<file path="config.mk">
export PLATFORM = sky130hd
export DESIGN_NAME = cla_sub_pipe16
export DESIGN_NICKNAME = d
export VERILOG_FILES = /design/src/rtl/cla_sub_pipe16.sv
export SDC_FILE = /design/constraint.sdc
export NUM_CORES = 1
export LEC_CHECK = 0
export BUFFER_PORTS_ARGS = -buffer_cell sky130_fd_sc_hd__buf_2
export CAP_MARGIN = 10
export CORE_ASPECT_RATIO = 2
export CORE_UTILIZATION = 55
export DETAILED_ROUTE_END_ITERATION = 10
export PLACE_DENSITY = 0.77
export SYNTH_ARGS = -nofsm -noshare
export SYNTH_HDL_FRONTEND = slang
export SYNTH_SLANG_ARGS = --single-unit
export TNS_END_PERCENT = 50
</file>
<file path="constraint.sdc">
create_clock -name clk -period 5.3 [get_ports clk]
set_clock_uncertainty 0.05 [all_clocks]
set_input_delay 1.06 -clock clk [delete_from_list [all_inputs] [get_ports clk]]
set_output_delay 1.06 -clock clk [all_outputs]
set_load 0.02 [all_outputs]
</file>
<file path="src/rtl/cla_sub_pipe16.sv">
// Pipelined borrow-lookahead subtractor d = a - b - bin, one 4-bit group per stage.
// Define SUB_SAT_EN to clamp d to zero whenever the subtraction borrows out.
module cla_sub_pipe16 #(
    parameter int WIDTH = 16
) (
    input  logic             clk,
    input  logic             rst,
    input  logic             in_valid,
    output logic             in_ready,
    input  logic [WIDTH-1:0] a,
    input  logic [WIDTH-1:0] b,
    input  logic             bin,
    output logic             out_valid,
    input  logic             out_ready,
    output logic [WIDTH-1:0] d,
    output logic             bout,
    output logic             ovf
);
    // WIDTH must be a multiple of 4 and at least 8, so there are two or more stages.
    localparam int N = WIDTH / 4;

    // Returns {group borrow out, 4 difference bits}.
    function automatic logic [4:0] grp_sub(input logic [3:0] x, input logic [3:0] y,
                                           input logic bi);
        logic [3:0] g;
        logic [3:0] p;
        logic [3:0] br;
        logic       gb;
        logic       gp;
        g     = ~x & y;
        p     = ~(x ^ y);
        br[0] = bi;
        br[1] = g[0] | (p[0] & bi);
        br[2] = g[1] | (p[1] & g[0]) | (p[1] & p[0] & bi);
        br[3] = g[2] | (p[2] & g[1]) | (p[2] & p[1] & g[0]) | (p[2] & p[1] & p[0] & bi);
        gb    = g[3] | (p[3] & g[2]) | (p[3] & p[2] & g[1]) | (p[3] & p[2] & p[1] & g[0]);
        gp    = &p;
        return {gb | (gp & bi), x ^ y ^ br};
    endfunction

    for (genvar k = 0; k < N; k++) begin : stg
        logic                 v_q, v_d;
        logic                 brw_q, brw_d;
        logic                 ld;
        logic                 up_v;
        logic                 bi;
        logic [WIDTH-4*k-1:0] up_a;
        logic [WIDTH-4*k-1:0] up_b;
        logic [4:0]           res;

        if (k == 0) begin : head
            assign up_v = in_valid;
            assign up_a = a;
            assign up_b = b;
            assign bi   = bin;
        end else begin : body
            assign up_v = stg[k-1].v_q;
            assign up_a = stg[k-1].mid.a_rem_q;
            assign up_b = stg[k-1].mid.b_rem_q;
            assign bi   = stg[k-1].brw_q;
        end

        // A stage can load when it is empty or its content moves on this edge.
        if (k == N - 1) begin : tail_ld
            assign ld = ~v_q | out_ready;
        end else begin : chain_ld
            assign ld = ~v_q | stg[k+1].ld;
        end

        assign res = grp_sub(up_a[3:0], up_b[3:0], bi);

        // NOTE: every always_comb output gets its hold value first, so no latch is inferred.
        always_comb begin
            v_d   = v_q;
            brw_d = brw_q;
            if (ld) begin
                v_d = up_v;
                if (up_v) brw_d = res[4];
            end
        end

        // NOTE: state flops use non-blocking assignments so every stage samples pre-edge values.
        always_ff @(posedge clk or posedge rst) begin
            if (rst) begin
                v_q   <= 1'b0;
                brw_q <= 1'b0;
            end else begin
                v_q   <= v_d;
                brw_q <= brw_d;
            end
        end

        if (k < N - 1) begin : mid
            logic [WIDTH-4*k-5:0] a_rem_q, a_rem_d;
            logic [WIDTH-4*k-5:0] b_rem_q, b_rem_d;
            logic [4*k+3:0]       dacc_q, dacc_d;
            logic [4*k+3:0]       dacc_new;

            if (k == 0) begin : first
                assign dacc_new = res[3:0];
            end else begin : later
                assign dacc_new = {res[3:0], stg[k-1].mid.dacc_q};
            end

            always_comb begin
                a_rem_d = a_rem_q;
                b_rem_d = b_rem_q;
                dacc_d  = dacc_q;
                if (ld && up_v) begin
                    a_rem_d = up_a[WIDTH-4*k-1:4];
                    b_rem_d = up_b[WIDTH-4*k-1:4];
                    dacc_d  = dacc_new;
                end
            end

            // NOTE: payload flops carry no reset; the valid bit alone says whether they mean anything.
            always_ff @(posedge clk) begin
                a_rem_q <= a_rem_d;
                b_rem_q <= b_rem_d;
                dacc_q  <= dacc_d;
            end
        end else begin : last
            logic [WIDTH-1:0] d_q, d_d;
            logic [WIDTH-1:0] raw_diff;
            logic             ovf_q, ovf_d;

            assign raw_diff = {res[3:0], stg[k-1].mid.dacc_q};

            always_comb begin
                d_d   = d_q;
                ovf_d = ovf_q;
                if (ld && up_v) begin
`ifdef SUB_SAT_EN
                    d_d = res[4] ? '0 : raw_diff;
`else
                    d_d = raw_diff;
`endif
                    // Overflow is judged on the raw difference, before any clamping.
                    ovf_d = (up_a[3] ^ up_b[3]) & (res[3] ^ up_a[3]);
                end
            end

            always_ff @(posedge clk or posedge rst) begin
                if (rst) begin
                    d_q   <= '0;
                    ovf_q <= 1'b0;
                end else begin
                    d_q   <= d_d;
                    ovf_q <= ovf_d;
                end
            end
        end
    end

    assign in_ready  = ~rst & stg[0].ld;
    assign out_valid = stg[N-1].v_q;
    assign d         = stg[N-1].last.d_q;
    assign bout      = stg[N-1].brw_q;
    assign ovf       = stg[N-1].last.ovf_q;

endmodule
</file>
==> PnR_summary.wiki <==
{| class="wikitable"
! Metric !! Value
|-
| Run status || completed
|-
| Reg clk slew, reported paths || about 0.06 ns
|-
| Synthesized flop and latch total || 97
|-
| Normalized max-slew margin || 0.3345
|-
| Overflow after GRT || 0
|-
| Power share of the sequential group || 0.534
|-
| Actual slew at the worst max-slew pin || about 1.0 ns
|-
| Drt initial violations || ~60
|-
| Post-DP HPWL || about 3600 um
|-
| Number of antenna violations at the first check in global routing || 0
|-
| Number of core rows || 42
|-
| Drt first pass iters || 4
|-
| F_max || around 350 MHz
|-
| Number of DRC violations after detailed routing || 0
|-
| Capturing element type of the critical path || primary output
|-
| Worst Slack Setup Final || between 2 and 2.5 ns
|-
| Fraction of the yosys area taken by sequential cells || 0.7402
|-
| Mux share of post-synthesis cell area || 0.03854
|-
| Leakage power figure || roughly 1.9 nW
|-
| Antenna Nets Post-Route || 0
|-
| Leading cell types by total area after synthesis || edfxtp_1 57%, dfrtp_1 17%, ha_1 5.3%
|-
| Final total negative setup slack || 0 ns
|-
| GRT Resource Usage Total || 0.1547
|-
| Port Buffers || 56
|-
| Adder and majority gate portion of the synthesized area || 0.07442
|-
| Number of diodes || 0
|-
| Clock latency at the later pin of the worst-skew pair || ~0.33 ns
|-
| Mean instance size in the synthesized netlist || ~16 um2
|-
| Clock Sink Count || 97
|-
| Max-Cap Viols || 0
|-
| Die width || between 60 and 70 um
|-
| Final #Nets || about 350
|-
| Tmin final || 2.845 ns
|-
| Dominant cell type by area after synthesis || edfxtp_1
|-
| Vertical extent of the die || between 100 and 150 um
|-
| Critical path peak fanout || 3
|-
| Number of cells on the worst reg-to-reg path || 3
|-
| Area of the core region || approximately 6600 um2
|-
| Wire length of the first global-routing pass || roughly 7900 um
|-
| Pin count of the biggest net entering global routing || 30
|-
| Effective utilization at floorplan || 0.5688
|-
| Max clock buf depth || 2
|-
| Cell internal pwr || ~1.4 mW
|-
| Tightest hold margin || 0.3689 ns
|-
| Post-route insts no fill || about 390
|-
| Simple-gate share of the synthesized area || 0.04186
|-
| Vias per inst || 4.918
|-
| Count of distinct cell types in the synthesized netlist || 29
|-
| I/O pin count || 57
|-
| Number of fill cells || just under 500
|-
| Final Max Slew Viols || 0
|-
| Synthesized area || approximately 3800 um2
|-
| Post-CTS Resized || 0
|-
| Worst Hold Path EP || stg[1].mid.a_rem_q[5]
|-
| Crit path DAT || 1.73 ns
|-
| Combinational share of power || 0.178
|-
| Vias in the first global route || about 1800
|-
| Worst setup timing slack at the placement stage || around 2.3 ns
|-
| Capture instance of the worst register-to-register path || stg[1].mid.a_rem_q[6]
|-
| Relative area change from synthesis to final layout || 17.44%
|-
| Post-detailed-route wirelength per cell || 12.61 um
|-
| TritonCTS clock tree || built
|-
| Startpoint of the worst hold path || stg[0].mid.a_rem_q[9]
|-
| Number of buffers inserted to repair setup after CTS || 0
|-
| Hold Vio Cnt, Final || 0
|-
| Total wire length || about 4900 um
|-
| Synth top area share || 0.5741
|-
| Worst vdd rail ir drop || 308.7 uV
|-
| Post-synthesis instance total || 230
|-
| Share of layout cells above drive strength 1 || 0.2767
|-
| Level count of the clock H-tree || 3
|-
| Total via count after detailed routing || 1908
|-
| Syn nets || 287
|-
| Critical path data required time || approximately 4.2 ns
|-
| Min-delay worst type || reg2reg
|-
| Switching share of power || 0.2571
|-
| Dominant combinational cell family by area after synthesis || adder cells
|-
| Critical setup path kind || in2out
|-
| Die area || 7202 um2
|-
| Setup repair after global routing missed its margin || false
|-
| Clock Tree Root || clkbuf_16
|-
| Reg-to-reg slack, setup || about 3.3 ns
|-
| Net Switching || around 0.5 mW
|-
| Final estimated routing congestion in global placement || 0.7446
|-
| Share of the synthesized area in compound gates (AO/OA/AOI/OAI) || 0.05116
|-
| Hold-critical path depth || 0
|-
| Final setup violation count || 0
|-
| Critical path startpoint category || primary input
|-
| Number of buffers inserted by hold repair at cts || 0
|-
| Portion of the clock cycle consumed by the worst path in the final layout || 0.5368
|-
| Power per Cell Area || around 430 nW/um2
|-
| Inserted Clock Buffers || 9
|-
| DP Cell Count || 372
|-
| Most common cell after layout, fill and taps aside || edfxtp_1
|-
| Power share of the clock group || 0.289
|-
| Area share of xor/xnor cells in the synthesized design || 0.02558
|-
| Yosys synthesis warning count || 0
|-
| Most frequent cells in the layout || 72 x edfxtp_1, 56 x buf_2, 25 x inv_1, 25 x dfrtp_1, 16 x ha_1
|-
| Worst reg2reg startpoint || stg[2].v_q
|}
==> worst max-delay path, stage by stage <==
cell,delay [ns]
buf_2,0.10
and3b_1,0.22
a31oi_1,0.18
buf_2,0.18
==> state kept, by name, summed over array words and instances (netlist names) <==
name             cells
ovf                  1
stg.mid.dacc_q      24
stg.mid.a_rem_q     24
out_valid            1
stg.brw_q            3
d                   16
stg.v_q              3
bout                 1
stg.mid.b_rem_q     24
==> per-layer routing <==
metal,share of wire,up-vias,global-route usage
met3,0.045,11,0.05212
li1,-,954,-
met4,0.027,0,0.08523
met5,0,-,0
met2,0.56,49,0.2651
met1,0.36,894,0.1556
==> stage by stage <==
step | instance area [um2] | power, mW | utilization
floorplan | 3766 | 1.262 | -
global placement | 4144 | 1.354 | 0.6259
detailed placement | 4144 | 1.373 | 0.6259
CTS | 4395 | 1.921 | 0.6638
global route | 4423 | 2.005 | 0.6680
finish | 4423 | 1.902 | 0.6680
==> cell usage after synthesis (all sizes together) <==
library cell	count
dfrtp	25
xor2	8
nand2	11
o31ai	2
nor2	6
mux2i	1
a31oi	4
and3b	1
ha	16
nand3b	1
o21ai	10
a211o	1
xnor2	3
inv	25
fa	4
and2	3
a21oi	8
buf	2
a21o	2
a211oi	2
nor2b	1
nand2b	6
mux2	12
o21a	1
edfxtp	72
nand3	3
==> cells by family (layout without fill, tap and decap cells) <==
group / Yosys count / after routing
DFF: 97 / 97
muxes: 13 / 13
and+or+nand+nor: 32 / 32
adders and majority gates: 20 / 20
xor gates and xnor gates: 11 / 11
AOI/OAI and AO/OA: 30 / 30
buffers and inverters: 27 / 97
==> power groups by stage <==
stage / logic [mW] / registers (mW) / clock network [mW]
finish: 0.338 / 1.01 / 0.549
detailed placement: 0.340 / 1.03 / 0
floorplan: 0.175 / 1.09 / 0
CTS: 0.340 / 1.02 / 0.563
global placement: 0.328 / 1.03 / 0
global route: 0.383 / 1.03 / 0.592
==> worst max path at each step <==
stage	depth (start not counted)	from	slack (ns)	end
6_report	4	out_ready	2.46	in_ready
4_1_cts	4	out_ready	2.45	in_ready
3_5_place_dp	4	out_ready	2.35	stg[0].mid.b_rem_q[10]
5_1_grt	4	out_ready	2.42	in_ready
3_3_place_gp	4	out_ready	2.45	stg[0].mid.b_rem_q[9]
2_1_floorplan	2	out_ready	2.55	in_ready
==> layout make-up <==
cell class	instances	area [um2]	share of cell area
sequential	97	2788	0.6303
multi-input combinational	106	872.1	0.1972
timing repair buffer	57	307.8	0.06959
clock buffer	9	225.2	0.05092
tap	88	110.1	0.02489
inverter	25	93.84	0.02122
clock inverter	6	26.28	0.005941
Note: power is estimated with default switching activity, not from simulation.
